[config.mk]
export PLATFORM = sky130hd
export DESIGN_NAME = mem_arb_flat
export DESIGN_NICKNAME = d
export VERILOG_FILES = /design/src/rtl/mem_arb_if.sv /design/src/rtl/mem_arb.sv /design/src/flat_wrapper.sv
export SDC_FILE = /design/constraint.sdc
export NUM_CORES = 1
export LEC_CHECK = 0
export CAP_MARGIN = 5
export CORE_ASPECT_RATIO = 0.75
export CORE_MARGIN = 2
export CORE_UTILIZATION = 38
export DETAILED_ROUTE_END_ITERATION = 6
export GPL_ROUTABILITY_DRIVEN = 1
export HOLD_SLACK_MARGIN = 0.02
export PLACE_DENSITY = 0.87
export SKIP_LAST_GASP = 1
export SYNTH_ARGS = -nofsm -noshare
export SYNTH_HDL_FRONTEND = slang
export SYNTH_SLANG_ARGS = --single-unit
[constraint.sdc]
create_clock -name clk -period 2.92 [get_ports clk]
set_input_delay 0.584 -clock clk [delete_from_list [all_inputs] [get_ports clk]]
set_output_delay 0.584 -clock clk [all_outputs]
set_load 0.05 [all_outputs]
[src/rtl/mem_arb_if.sv]
// Bus bundle for mem_arb: fetch port, load/store port and the shared memory bus.
// slave is the arbiter's view; master is the view of the surrounding core/memory.
interface mem_arb_if;
   logic        if_req;
   logic [31:0] if_addr;
   logic        if_gnt;
   logic        if_rvalid;
   logic [31:0] if_rdata;

   logic        ls_req;
   logic        ls_we;
   logic [31:0] ls_addr;
   logic [31:0] ls_wdata;
   logic [3:0]  ls_be;
   logic        ls_gnt;
   logic        ls_rvalid;
   logic [31:0] ls_rdata;

   logic        mem_req;
   logic        mem_we;
   logic [31:0] mem_addr;
   logic [31:0] mem_wdata;
   logic [3:0]  mem_be;
   logic        mem_gnt;
   logic        mem_rvalid;
   logic [31:0] mem_rdata;

   modport slave (
      input  if_req, if_addr,
      output if_gnt, if_rvalid, if_rdata,
      input  ls_req, ls_we, ls_addr, ls_wdata, ls_be,
      output ls_gnt, ls_rvalid, ls_rdata,
      output mem_req, mem_we, mem_addr, mem_wdata, mem_be,
      input  mem_gnt, mem_rvalid, mem_rdata
   );

   modport master (
      output if_req, if_addr,
      input  if_gnt, if_rvalid, if_rdata,
      output ls_req, ls_we, ls_addr, ls_wdata, ls_be,
      input  ls_gnt, ls_rvalid, ls_rdata,
      input  mem_req, mem_we, mem_addr, mem_wdata, mem_be,
      output mem_gnt, mem_rvalid, mem_rdata
   );
endinterface

[src/rtl/mem_arb.sv]
// Single-port memory arbiter: load/store has priority, fetch is protected from
// starvation; one outstanding bus transaction, response routed back to its owner.
module mem_arb #(
   parameter int STARVE_MAX = 4
) (
   input  logic      clk,
   input  logic      rst,
   mem_arb_if.slave  bus
);
   typedef enum logic [1:0] {S_IDLE, S_REQ, S_WAIT} state_t;
   typedef enum logic {OWN_IF = 1'b0, OWN_LS = 1'b1} owner_t;

   localparam logic [3:0] LP_STARVE_MAX = 4'(STARVE_MAX);

   state_t      r_state, w_state_nxt;
   owner_t      r_owner;
   logic [3:0]  r_starve;
   logic        r_mem_req, r_mem_we;
   logic [31:0] r_mem_addr, r_mem_wdata;
   logic [3:0]  r_mem_be;

   logic        w_sel_ls, w_sel_if, w_if_gnt, w_ls_gnt, w_done;
   logic        w_if_rvalid, w_ls_rvalid;
   logic [31:0] w_if_rdata, w_ls_rdata;

   always_ff @(posedge clk) begin
      if (rst) r_state <= S_IDLE;
      else     r_state <= w_state_nxt;
   end

   always_comb begin
      w_state_nxt = r_state;
      case (r_state)
         S_IDLE: if (w_sel_ls || w_sel_if) w_state_nxt = S_REQ;
         S_REQ:  if (bus.mem_gnt) w_state_nxt = bus.mem_rvalid ? S_IDLE : S_WAIT;
         S_WAIT: if (bus.mem_rvalid) w_state_nxt = S_IDLE;
         default: w_state_nxt = S_IDLE;
      endcase
   end

   // LS wins unless fetch has waited through STARVE_MAX LS grants.
   always_comb begin
      w_sel_ls    = bus.ls_req && ((r_starve < LP_STARVE_MAX) || !bus.if_req);
      w_sel_if    = bus.if_req && !w_sel_ls;
      w_if_gnt    = (r_state == S_IDLE) && w_sel_if;
      w_ls_gnt    = (r_state == S_IDLE) && w_sel_ls;
      w_done      = ((r_state == S_REQ) && bus.mem_gnt && bus.mem_rvalid) ||
                    ((r_state == S_WAIT) && bus.mem_rvalid);
      w_if_rvalid = w_done && (r_owner == OWN_IF);
      w_ls_rvalid = w_done && (r_owner == OWN_LS);
      w_if_rdata  = w_if_rvalid ? bus.mem_rdata : 32'h0;
      w_ls_rdata  = w_ls_rvalid ? bus.mem_rdata : 32'h0;
   end

   always_ff @(posedge clk) begin
      if (rst) begin
         r_owner     <= OWN_IF;
         r_starve    <= 4'd0;
         r_mem_req   <= 1'b0;
         r_mem_we    <= 1'b0;
         r_mem_addr  <= 32'h0;
         r_mem_wdata <= 32'h0;
         r_mem_be    <= 4'h0;
      end else begin
         if (!bus.if_req || w_if_gnt)
            r_starve <= 4'd0;
         else if (w_ls_gnt && (r_starve < LP_STARVE_MAX))
            r_starve <= r_starve + 4'd1;

         if (w_ls_gnt) begin
            r_owner     <= OWN_LS;
            r_mem_req   <= 1'b1;
            r_mem_we    <= bus.ls_we;
            r_mem_addr  <= bus.ls_addr;
            r_mem_wdata <= bus.ls_wdata;
            r_mem_be    <= bus.ls_be;
         end else if (w_if_gnt) begin
            r_owner     <= OWN_IF;
            r_mem_req   <= 1'b1;
            r_mem_we    <= 1'b0;
            r_mem_addr  <= bus.if_addr;
            r_mem_wdata <= 32'h0;
            r_mem_be    <= 4'hF;
         end else if ((r_state == S_REQ) && bus.mem_gnt) begin
            r_mem_req   <= 1'b0;
         end
      end
   end

   assign bus.if_gnt    = w_if_gnt;
   assign bus.ls_gnt    = w_ls_gnt;
   assign bus.if_rvalid = w_if_rvalid;
   assign bus.ls_rvalid = w_ls_rvalid;
   assign bus.if_rdata  = w_if_rdata;
   assign bus.ls_rdata  = w_ls_rdata;
   assign bus.mem_req   = r_mem_req;
   assign bus.mem_we    = r_mem_we;
   assign bus.mem_addr  = r_mem_addr;
   assign bus.mem_wdata = r_mem_wdata;
   assign bus.mem_be    = r_mem_be;
endmodule
[src/flat_wrapper.sv]
// flat-port wrapper written by rule: the top's interface ports become plain ports
module mem_arb_flat 
#(
   parameter int STARVE_MAX = 4
)
  (clk, rst, bus_if_req, bus_if_addr, bus_if_gnt, bus_if_rvalid, bus_if_rdata, bus_ls_req, bus_ls_we, bus_ls_addr, bus_ls_wdata, bus_ls_be, bus_ls_gnt, bus_ls_rvalid, bus_ls_rdata, bus_mem_req, bus_mem_we, bus_mem_addr, bus_mem_wdata, bus_mem_be, bus_mem_gnt, bus_mem_rvalid, bus_mem_rdata);
  mem_arb_if bus_i ();
  input  logic clk;
  input  logic rst;
  input wire logic [$bits(bus_i.if_req)-1:0] bus_if_req;
  input wire logic [$bits(bus_i.if_addr)-1:0] bus_if_addr;
  output wire logic [$bits(bus_i.if_gnt)-1:0] bus_if_gnt;
  output wire logic [$bits(bus_i.if_rvalid)-1:0] bus_if_rvalid;
  output wire logic [$bits(bus_i.if_rdata)-1:0] bus_if_rdata;
  input wire logic [$bits(bus_i.ls_req)-1:0] bus_ls_req;
  input wire logic [$bits(bus_i.ls_we)-1:0] bus_ls_we;
  input wire logic [$bits(bus_i.ls_addr)-1:0] bus_ls_addr;
  input wire logic [$bits(bus_i.ls_wdata)-1:0] bus_ls_wdata;
  input wire logic [$bits(bus_i.ls_be)-1:0] bus_ls_be;
  output wire logic [$bits(bus_i.ls_gnt)-1:0] bus_ls_gnt;
  output wire logic [$bits(bus_i.ls_rvalid)-1:0] bus_ls_rvalid;
  output wire logic [$bits(bus_i.ls_rdata)-1:0] bus_ls_rdata;
  output wire logic [$bits(bus_i.mem_req)-1:0] bus_mem_req;
  output wire logic [$bits(bus_i.mem_we)-1:0] bus_mem_we;
  output wire logic [$bits(bus_i.mem_addr)-1:0] bus_mem_addr;
  output wire logic [$bits(bus_i.mem_wdata)-1:0] bus_mem_wdata;
  output wire logic [$bits(bus_i.mem_be)-1:0] bus_mem_be;
  input wire logic [$bits(bus_i.mem_gnt)-1:0] bus_mem_gnt;
  input wire logic [$bits(bus_i.mem_rvalid)-1:0] bus_mem_rvalid;
  input wire logic [$bits(bus_i.mem_rdata)-1:0] bus_mem_rdata;
  assign bus_i.if_req = bus_if_req;
  assign bus_i.if_addr = bus_if_addr;
  assign bus_if_gnt = bus_i.if_gnt;
  assign bus_if_rvalid = bus_i.if_rvalid;
  assign bus_if_rdata = bus_i.if_rdata;
  assign bus_i.ls_req = bus_ls_req;
  assign bus_i.ls_we = bus_ls_we;
  assign bus_i.ls_addr = bus_ls_addr;
  assign bus_i.ls_wdata = bus_ls_wdata;
  assign bus_i.ls_be = bus_ls_be;
  assign bus_ls_gnt = bus_i.ls_gnt;
  assign bus_ls_rvalid = bus_i.ls_rvalid;
  assign bus_ls_rdata = bus_i.ls_rdata;
  assign bus_mem_req = bus_i.mem_req;
  assign bus_mem_we = bus_i.mem_we;
  assign bus_mem_addr = bus_i.mem_addr;
  assign bus_mem_wdata = bus_i.mem_wdata;
  assign bus_mem_be = bus_i.mem_be;
  assign bus_i.mem_gnt = bus_mem_gnt;
  assign bus_i.mem_rvalid = bus_mem_rvalid;
  assign bus_i.mem_rdata = bus_mem_rdata;
  mem_arb #(.STARVE_MAX(STARVE_MAX)) u_core (.clk(clk), .rst(rst), .bus(bus_i));
endmodule
==> results of run 1 <==
-- layout make-up --
type / count / area share
Sequential cell: 77 / 0.203
Clock buffer: 10 / 0.0314
Inverter: 6 / 0.00296
Multi-Input combinational cell: 326 / 0.265
Timing Repair Buffer: 288 / 0.465
Clock inverter: 5 / 0.0110
Tap cell: 132 / 0.0217
-- cell usage after synthesis, types with 3 or more instances --
cell	count
a311oi_1	31
inv_1	6
clkbuf_2	4
nand3_1	33
nand4_1	33
dfxtp_1	77
a211oi_1	3
a21oi_1	68
buf_6	5
o221a_2	4
nor2_1	3
and2_1	64
buf_2	13
nand2_1	3
o21ai_0	65
clkbuf_1	32
-- kinds of logic (layout without fill, tap and decap cells) --
| group | count (synthesis) | after routing | synth area share |
|---|---|---|---|
| AND/OR/NAND/NOR | 147 | 147 | 0.233 |
| adder cells (fa/ha/maj) | 1 | 1 | 0.00327 |
| flip-flops | 77 | 77 | 0.402 |
| buffers and inverters | 62 | 309 | 0.0771 |
| AO/OA/AOI/OAI | 178 | 178 | 0.284 |
-- power groups by stage --
stage / clock network (µW) / logic (µW) / registers [µW]
3_3_place_gp: 0 / 1100 / 1200
2_1_floorplan: 0 / 338 / 1480
4_1_cts: 1220 / 1130 / 1180
3_5_place_dp: 0 / 1130 / 1210
6_report: 1200 / 1130 / 1180
5_1_grt: 1260 / 1180 / 1190
-- how the worst max path moves through the flow --
| stage | to | slack [ns] | depth (start not counted) | from |
|---|---|---|---|---|
| 6_report | bus_ls_rdata[21] | 0.22 | 6 | bus_mem_gnt |
| 4_1_cts | bus_ls_rdata[21] | 0.21 | 6 | bus_mem_gnt |
| 5_1_grt | bus_ls_rdata[21] | 0.18 | 6 | bus_mem_gnt |
| 2_1_floorplan | bus_if_rdata[14] | 0.55 | 4 | bus_mem_gnt |
| 3_3_place_gp | bus_ls_rdata[5] | 0.30 | 6 | bus_mem_gnt |
| 3_5_place_dp | bus_ls_rdata[14] | 0.24 | 6 | bus_mem_gnt |
-- flip-flops by register name, indices dropped and copies added, names as in the netlist --
name	count
u_core.bus.mem_we	1
u_core.bus.mem_addr	32
u_core.bus.mem_wdata	32
u_core.r_state	2
u_core.bus.mem_req	1
u_core.r_owner	1
u_core.bus.mem_be	4
u_core.r_starve	4
-- per-stage QoR --
step	instances	cell area, µm²	utilization
floorplan	465	3830	-
finish	844	7600	0.781
global placement	829	7280	0.748
detailed placement	829	7280	0.748
CTS	844	7600	0.781
global route	844	7600	0.781
-- routing by layer --
layer | GRT usage | up-vias | part of all wire
li1 | - | 2196 | -
met1 | 0.326 | 2249 | 0.37
met2 | 0.527 | 236 | 0.52
met3 | 0.0911 | 51 | 0.076
met4 | 0.111 | 0 | 0.037
met5 | 0 | - | 0
==> metrics.md, run 1 <==
| Metric | Value |
|---|---|
| IO Count | `277` |
| Vias in the first global route | `between 4000 and 5000` |
| Final worst path period share | `0.926` |
| Net Sw Frac | `0.324` |
| Overall Global Routing Usage | `0.295` |
| Crit end category | `output port` |
| # DRC | `0` |
| CP peak stage delay | `0.53 ns` |
| Hold Buf Count CTS | `0` |
| Clk_lat worst skew | `about 0.33 ns` |
| Clock share of power | `0.342` |
| Core area | `slightly below 0.01 mm²` |
| Post-Syn Nets | `605` |
| Area leader, netlist | `dfxtp_1` |
| Number of synthesized flops with an enable pin | `0` |
| Via Count | `4732` |
| Avg Cell Area, Syn | `about 8.2 µm²` |
| Most frequent CP cell | `buf_12` |
| CTS sink count | `77` |
| GPL Wtd Cong | `between 0.8 and 0.9` |
| Ys Warns | `0` |
| Sequential share of power | `0.337` |
| Initial core utilization | `0.394` |
| Most common cell after layout, fill and taps aside | `clkdlybuf4s50_1` |
| Setup TNS | `0 ns` |
| Die area | `around 0.011 mm²` |
| Crit path buf inv count | `3` |
| CTS Buf Count | `9` |
| Most frequent cells in the layout | `clkdlybuf4s50_1 (206), dfxtp_1 (77), buf_12 (69)` |
| Max Buffers Root-to-Sink | `2` |
| Register Area | `between 0.0015 and 0.002 mm²` |
| Post-Syn Area | `0.00383 mm²` |
| Critical path's top delay family | `buffers and inverters` |
| Initial antenna violation count | `0` |
| Highest clock rate | `roughly 370 MHz` |
| R2r worst-path depth | `4` |
| P_sw | `around 1100 µW` |
| Final Hold Fails | `0` |
| Hold Crit Depth | `2` |
| Top cells by area, synth | `dfxtp_1 (40%), and2_1 (10%), a21oi_1 (8.9%)` |
| R2R Path Start | `u_core.r_state[1]$_SDFFE_PP0P_` |
| Share of the synthesized area in the top cell type | `0.402` |
| Post-CTS setup buffers | `0` |
| Cell-internal power | `~2400 µW` |
| Endpoints failing setup | `0` |
| DRT Pass-1 Iters | `5` |
| Root Driver | `clkbuf_16` |
| Post-DP HPWL | `between 10000 and 15000 µm` |
| Post-Syn Instances | `around 470` |
| CP max-delay cell | `clkdlybuf4s50_1` |
| Worst Path Required | `between 2 and 2.5 ns` |
| Vias/cell | `between 5 and 6` |
| Pin count of the biggest net entering global routing | `66` |
| Setup CP Type | `in2out` |
| ANT cells | `0` |
| Register-to-register path setup slack | `slightly below 0.9 ns` |
| CP arrival | `around 2.1 ns` |
| Tmin final | `around 2.7 ns` |
| Final Max Tran Viols | `0` |
| Layout area overhead | `98.4%` |
| Iter 0 DRT Violations | `a little under 300` |
| Fill count | `618` |
| Worst-Margin Slew | `just under 0.9 ns` |
| Area of the multi-input gates | `a little over 0.002 mm²` |
| CP startpoint kind | `input pin` |
| Max-cap viol count | `0` |
| Max-slew headroom | `0.406` |
| Port bufs | `~280` |
| Layout cells sized above 1 | `0.156` |
| Remaining Overflow, GRT | `0` |
| Die span in x | `around 120 µm` |
| Synth Flop Type | `dfxtp_1` |
| Final Skew | `0.00929 ns` |
| Asr flop ratio synth | `0` |
| Hold Crit Class | `in2reg` |
| R2r endpoint | `u_core.bus.mem_addr[21]$_SDFFE_PP0P_` |
| Final setup margin | `roughly 0.22 ns` |
| Synth unique cells | `35` |
| Worst Path Max Fanout | `33` |
| Worst-case hold slack | `roughly 0.45 ns` |
| Worst-path clk slew | `around 0.06 ns` |
| Hold path endpoint | `u_core.bus.mem_addr[30]$_SDFFE_PP0P_` |
| CP cell instances | `clkdlybuf4s50_1, nand3b_4, a211oi_4, buf_12, and2_1, buf_12` |
| Yosys reg bits | `77` |
| Final Routed Wirelength | `around 17000 µm` |
| Critical hold path startpoint | `rst` |
| DRT antenna net count | `0` |
| First-pass GRT wire length | `about 26000 µm` |
| Power Total | `between 3000 and 4000 µW` |
| RSZ-0062 raised after global routing | `no` |
| Logic pwr share | `0.321` |
| Max VDD drop | `~0.3 mV` |
| Die H | `roughly 91 µm` |
| Outcome | `complete, no violations` |
| Post_cts resized | `0` |
| Power Density | `463 mW/mm²` |
| Wirelength per Cell | `about 20 µm` |
| CTS tree | `yes` |
| Post-synthesis sequential area ratio | `0.402` |
| # rows | `31` |
| Layout Nets | `~850` |
| Place WS | `between 0.2 and 0.25 ns` |
| H-tree Lvls | `3` |
| Leakage | `about 0.0028 µW` |
No activity file was read; power rests on OpenSTA's default activity.
==> run 2: changes to the inputs <==
- SKIP_CTS_REPAIR_TIMING: default -> 1
==> results of run 2 <==
No change in the layout: final DEF, timing and power equal those of run 1.
==> edit 1, RTL diff (config.mk and constraints of run 2) <==
Encoding of `state_t`: now one-hot (3 bits for 3 states).
--- a/src/rtl/mem_arb.sv
+++ b/src/rtl/mem_arb.sv
@@ -9,3 +9,3 @@
 );
-   typedef enum logic [1:0] {S_IDLE, S_REQ, S_WAIT} state_t;
+   typedef enum logic [2:0] {S_IDLE = 3'b001, S_REQ = 3'b010, S_WAIT = 3'b100} state_t;
    typedef enum logic {OWN_IF = 1'b0, OWN_LS = 1'b1} owner_t;
Formal check against the unedited RTL: same outputs for any inputs over 10 cycles, from zero or initial values and one cycle with rst high; not proved beyond that.
==> edit 1 against run 2 <==
Clock skew shrank 0.0018 ns. Synthesized area fell by 11%. Setup slack got worse by 0.15 ns. Critical path depth unchanged. Total power increased by 29%. Design area shrank 4.6%. Global-route usage decreased by 2.7 points. Sequential cell count rose by 1. Wire length shrank 19%. Largest power group is now combinational logic. Highest routed layer unchanged.
==> edit 1: results (changes against run 2) <==
Reg area - 1560 um2 (+1.3%)
FF-to-FF Start - u_core.r_state[0]
Reg2reg path depth - 5 (+1)
#MultiIn Comb - 247 (-24%)
ClkCell Share - 4.30% (+0.049 points)
Worst hold path class - register to register
Net Sw Frac - 38.4% (+6.0 points)
Syn nets - 498 (-18%)
Routed vias/inst - 5.04 (-10%)
Final non-clock buffer share - 48.9% (+2.4 points)
Post-synthesis sequential area ratio - 45.9% (+5.6 points)
Proportion of layout cells with a drive suffix above 1 - 18.9% (+3.3 points)
Non-CTS buffers - 286 (-0.69%)
Vias in the first global route - 3,995 (-16%)
Leakage - 0.00281 uW (+0.60%)
Hold Crit Start - u_core.r_starve[3]
Multi-input logic area - 1680 um2 (-17%)
Sequential share of cell area - 21.5% (+1.3 points)
Hold_ws - 0.459 ns (+0.00827 ns)
Initial drt markers - 148 (-50%)
GR Util met1 - 27.4% (-5.2 points)
Met3 GRT Util - 9.61% (+0.50 points)
Skew final - 0.00747 ns (-0.00182 ns)
# nets final - 768 (-9.4%)
Dominant cells by area after synthesis - dfxtp_1, and2_1, a22o_1
All-Layer GR Usage - 26.8% (-2.7 points)
WP data arrival - 2.27 ns (+0.15 ns)
Reg2Reg Setup Slack - 0.97 ns (+0.10 ns)
Worst Hold End - u_core.r_starve[3]
Status - completed
Peak supply drop - 491 uV (+63%)
Post-synth top cells - dfxtp_1, and2_1, nor2_1
TritonCTS Sinks - 78 (+1.3%)
Post-Layout Cell Count - 739 (-12%)
Die W - 113 um (-5.6%)
Root buf cell - clkbuf_16
Pre-CTS setup slack - 0.00550 ns (-0.236 ns)
Drt wl/cell - 18.2 um (-7.3%)
TritonRoute pass-1 iters - 4 (-1)
Placed cell count - 723 (-13%)
Routing usage on met2 - 50.4% (-2.3 points)
Final GP Congestion - 0.793 (-6.0%)
Post-Syn Instances - 358 (-23%)
==> edit 1: changes by cell type after synthesis, sizes merged, moves of 28 or more <==
cell / run 2 / this run
nand3: 33 / 2
nand4: 33 / 0
a311oi: 32 / 0
o21ai: 66 / 5
clkbuf: 36 / 8
o22ai: 0 / 36
nor3: 0 / 34
a22o: 0 / 33
nor2: 5 / 42
a21oi: 68 / 6
==> edit 1: power by group through the flow <==
stage | clock network, uW | logic [uW] | registers [uW]
CTS | 1180 | 1970 | 1380
global route | 1230 | 2070 | 1400
detailed placement | 0 | 1960 | 1400
finish | 1170 | 1980 | 1380
floorplan | 0 | 599 | 2000
global placement | 0 | 1920 | 1380
==> edit 1: how the worst max path moves through the flow <==
stage                     start                to  slack [ns]
global placement    bus_mem_gnt  bus_if_rdata[19]        0.09
finish              bus_mem_gnt  bus_ls_rdata[11]        0.06
CTS                 bus_mem_gnt  bus_ls_rdata[11]       0.002
detailed placement  bus_mem_gnt  bus_ls_rdata[11]       0.005
floorplan           bus_mem_gnt  bus_if_rdata[19]        0.29
global route        bus_mem_gnt  bus_ls_rdata[23]        0.01
==> edit 1: logic make-up after synthesis <==
logic type | after synthesis | synth area share, %
AND/OR/NAND/NOR | 159 | 25.6
AO/OA/AOI/OAI | 86 | 23.0
flip-flops | 78 | 45.9
buffers and inverters | 33 | 4.89
XOR/XNOR | 1 | 0.257
adder cells (fa/ha/maj) | 1 | 0.368
==> edit 1: critical path, stage by stage <==
cell	delay, ns
clkdlybuf4s50_1	0.48
nand3b_1	0.19
a2111oi_4	0.41
buf_12	0.22
and2_1	0.21
buf_12	0.15
==> edit 1: per-layer routing <==
layer,up-vias,part of all wire [%]
met5,-,0
met4,0,2.1
met3,25,8.6
met2,156,53
met1,1736,36
li1,1810,-
==> edit 2, RTL diff (flow settings as in run 2) <==
Made on the original files. Make the reset (`rst`) asynchronous in 2 clocked blocks.
--- a/src/rtl/mem_arb.sv
+++ b/src/rtl/mem_arb.sv
@@ -25,3 +25,3 @@
 
-   always_ff @(posedge clk) begin
+   always_ff @(posedge clk or posedge rst) begin
       if (rst) r_state <= S_IDLE;
@@ -54,3 +54,3 @@
 
-   always_ff @(posedge clk) begin
+   always_ff @(posedge clk or posedge rst) begin
       if (rst) begin
Function: differs if rst is asserted again (counterexample within 4 cycles, from zero or initial values and one cycle with rst high); with rst held inactive, the same outputs for 10 cycles.
==> edit 2 against run 2 <==
Design area decreased by 1.8%. Sequential cell count unchanged. Setup slack got worse by 0.043 ns. Highest routed layer unchanged. Wire length decreased by 11%. Register-to-register slack improved by 0.09 ns. Non-clock buffer count decreased by 2. Die area decreased by 4.3%. Global-route usage decreased by 2.3 points. Synthesized area decreased by 4.4%.
Power is not compared: it rests on default switching activity, and its combinational part moved more than twofold at a synthesized area within 25%.
==> edit 2: results (changes against run 2) <==
Status - completed
Proportion of layout cells with a drive suffix above 1 - 22.0% (+6.4 points)
Syn nets - 448 (-26%)
Post-synth top cells - dfrtp_1, a22o_1, and2_1, and3_1, o21bai_1
Routed vias/inst - 5.35 (-4.5%)
Slew margin rel. - 38.6% (-2.0 points)
Fill cells - 532 (-14%)
Global-route wire length before repair - 22,100 um (-14%)
Final HPWL DP - 11,200 um (-8.0%)
Worst hold path class - register to register
Skew final - 0.00912 ns (-0.000167 ns)
Drt wl/cell - 20.8 um (+6.1%)
Asr flop ratio synth - 100% (+100 points)
Final GP Congestion - 0.948 (+12%)
# nets final - 716 (-16%)
TritonRoute pass-1 iters - 5 (unchanged)
Initial drt markers - 203 (-31%)
Pre-CTS setup slack - 0.194 ns (-0.0481 ns)
CP max-delay cell - clkdlybuf4s50_1
Top FF cell, synth - dfrtp_1
Post-synthesis sequential area ratio - 52.6% (+12 points)
Dominant cells by area after synthesis - dfrtp_1, a22o_1, o221a_2
Root buf cell - clkbuf_16
Worst skew pair latency - 0.32 ns
Largest net degree at the start of global routing - 46 (-30%)
Vias in the first global route - 3,974 (-16%)
[edit 2: cell families (layout without fill, tap and decap cells)]
family	after synthesis	after routing	synth area share [%]
flops	77	77	52.6
simple gates	85	85	14.9
compound gates	111	111	27.4
buf+inv	34	307	4.75
fa+ha+maj	1	1	0.342
[edit 2: routing by layer]
layer  part of all wire [%]  routed length (um)  global-route usage, %
met1                     38                5570                   32.2
met2                     53                7760                   48.8
met4                    2.5                 366                   8.43
met5                      0                   0                      0
met3                    7.1                1050                   8.04
[edit 2: worst paths after layout]
check                                         from                       end  slack [ns]  depth (start not counted)
worst max-delay path                   bus_mem_gnt           bus_if_rdata[3]        0.17                          6
worst min register to register  u_core.bus.mem_req        u_core.bus.mem_req        0.48                          2
min in group asynchronous                      rst  u_core.bus.mem_wdata[20]        0.63                          2
worst max register to register   u_core.r_state[0]   u_core.bus.mem_addr[23]        0.96                          4
max in group asynchronous                      rst      u_core.bus.mem_be[1]        1.66                          3
worst min-delay path            u_core.bus.mem_req        u_core.bus.mem_req        0.48                          2
[edit 2: area by class of cell]
type	instances	area, um2	share of cell area, %
Tap cell	128	160	2.14
Timing Repair Buffer	286	3520	47.1
Inverter	5	20.0	0.268
Clock buffer	11	243	3.25
Multi-Input combinational cell	197	1560	20.9
Sequential cell	77	1930	25.8
Clock inverter	5	36.3	0.486
[edit 2: stage by stage]
stage | cell area (um2) | hold WS (ns) | cells | total power, uW | util [%]
2_1_floorplan | 3660 | 0.505 | 308 | 3910 | -
3_3_place_gp | 7190 | 0.479 | 693 | 5290 | 78.2
3_5_place_dp | 7190 | 0.468 | 693 | 5390 | 78.2
4_1_cts | 7470 | 0.485 | 709 | 6450 | 81.2
5_1_grt | 7470 | 0.528 | 709 | 6650 | 81.2
6_report | 7470 | 0.477 | 709 | 6410 | 81.2
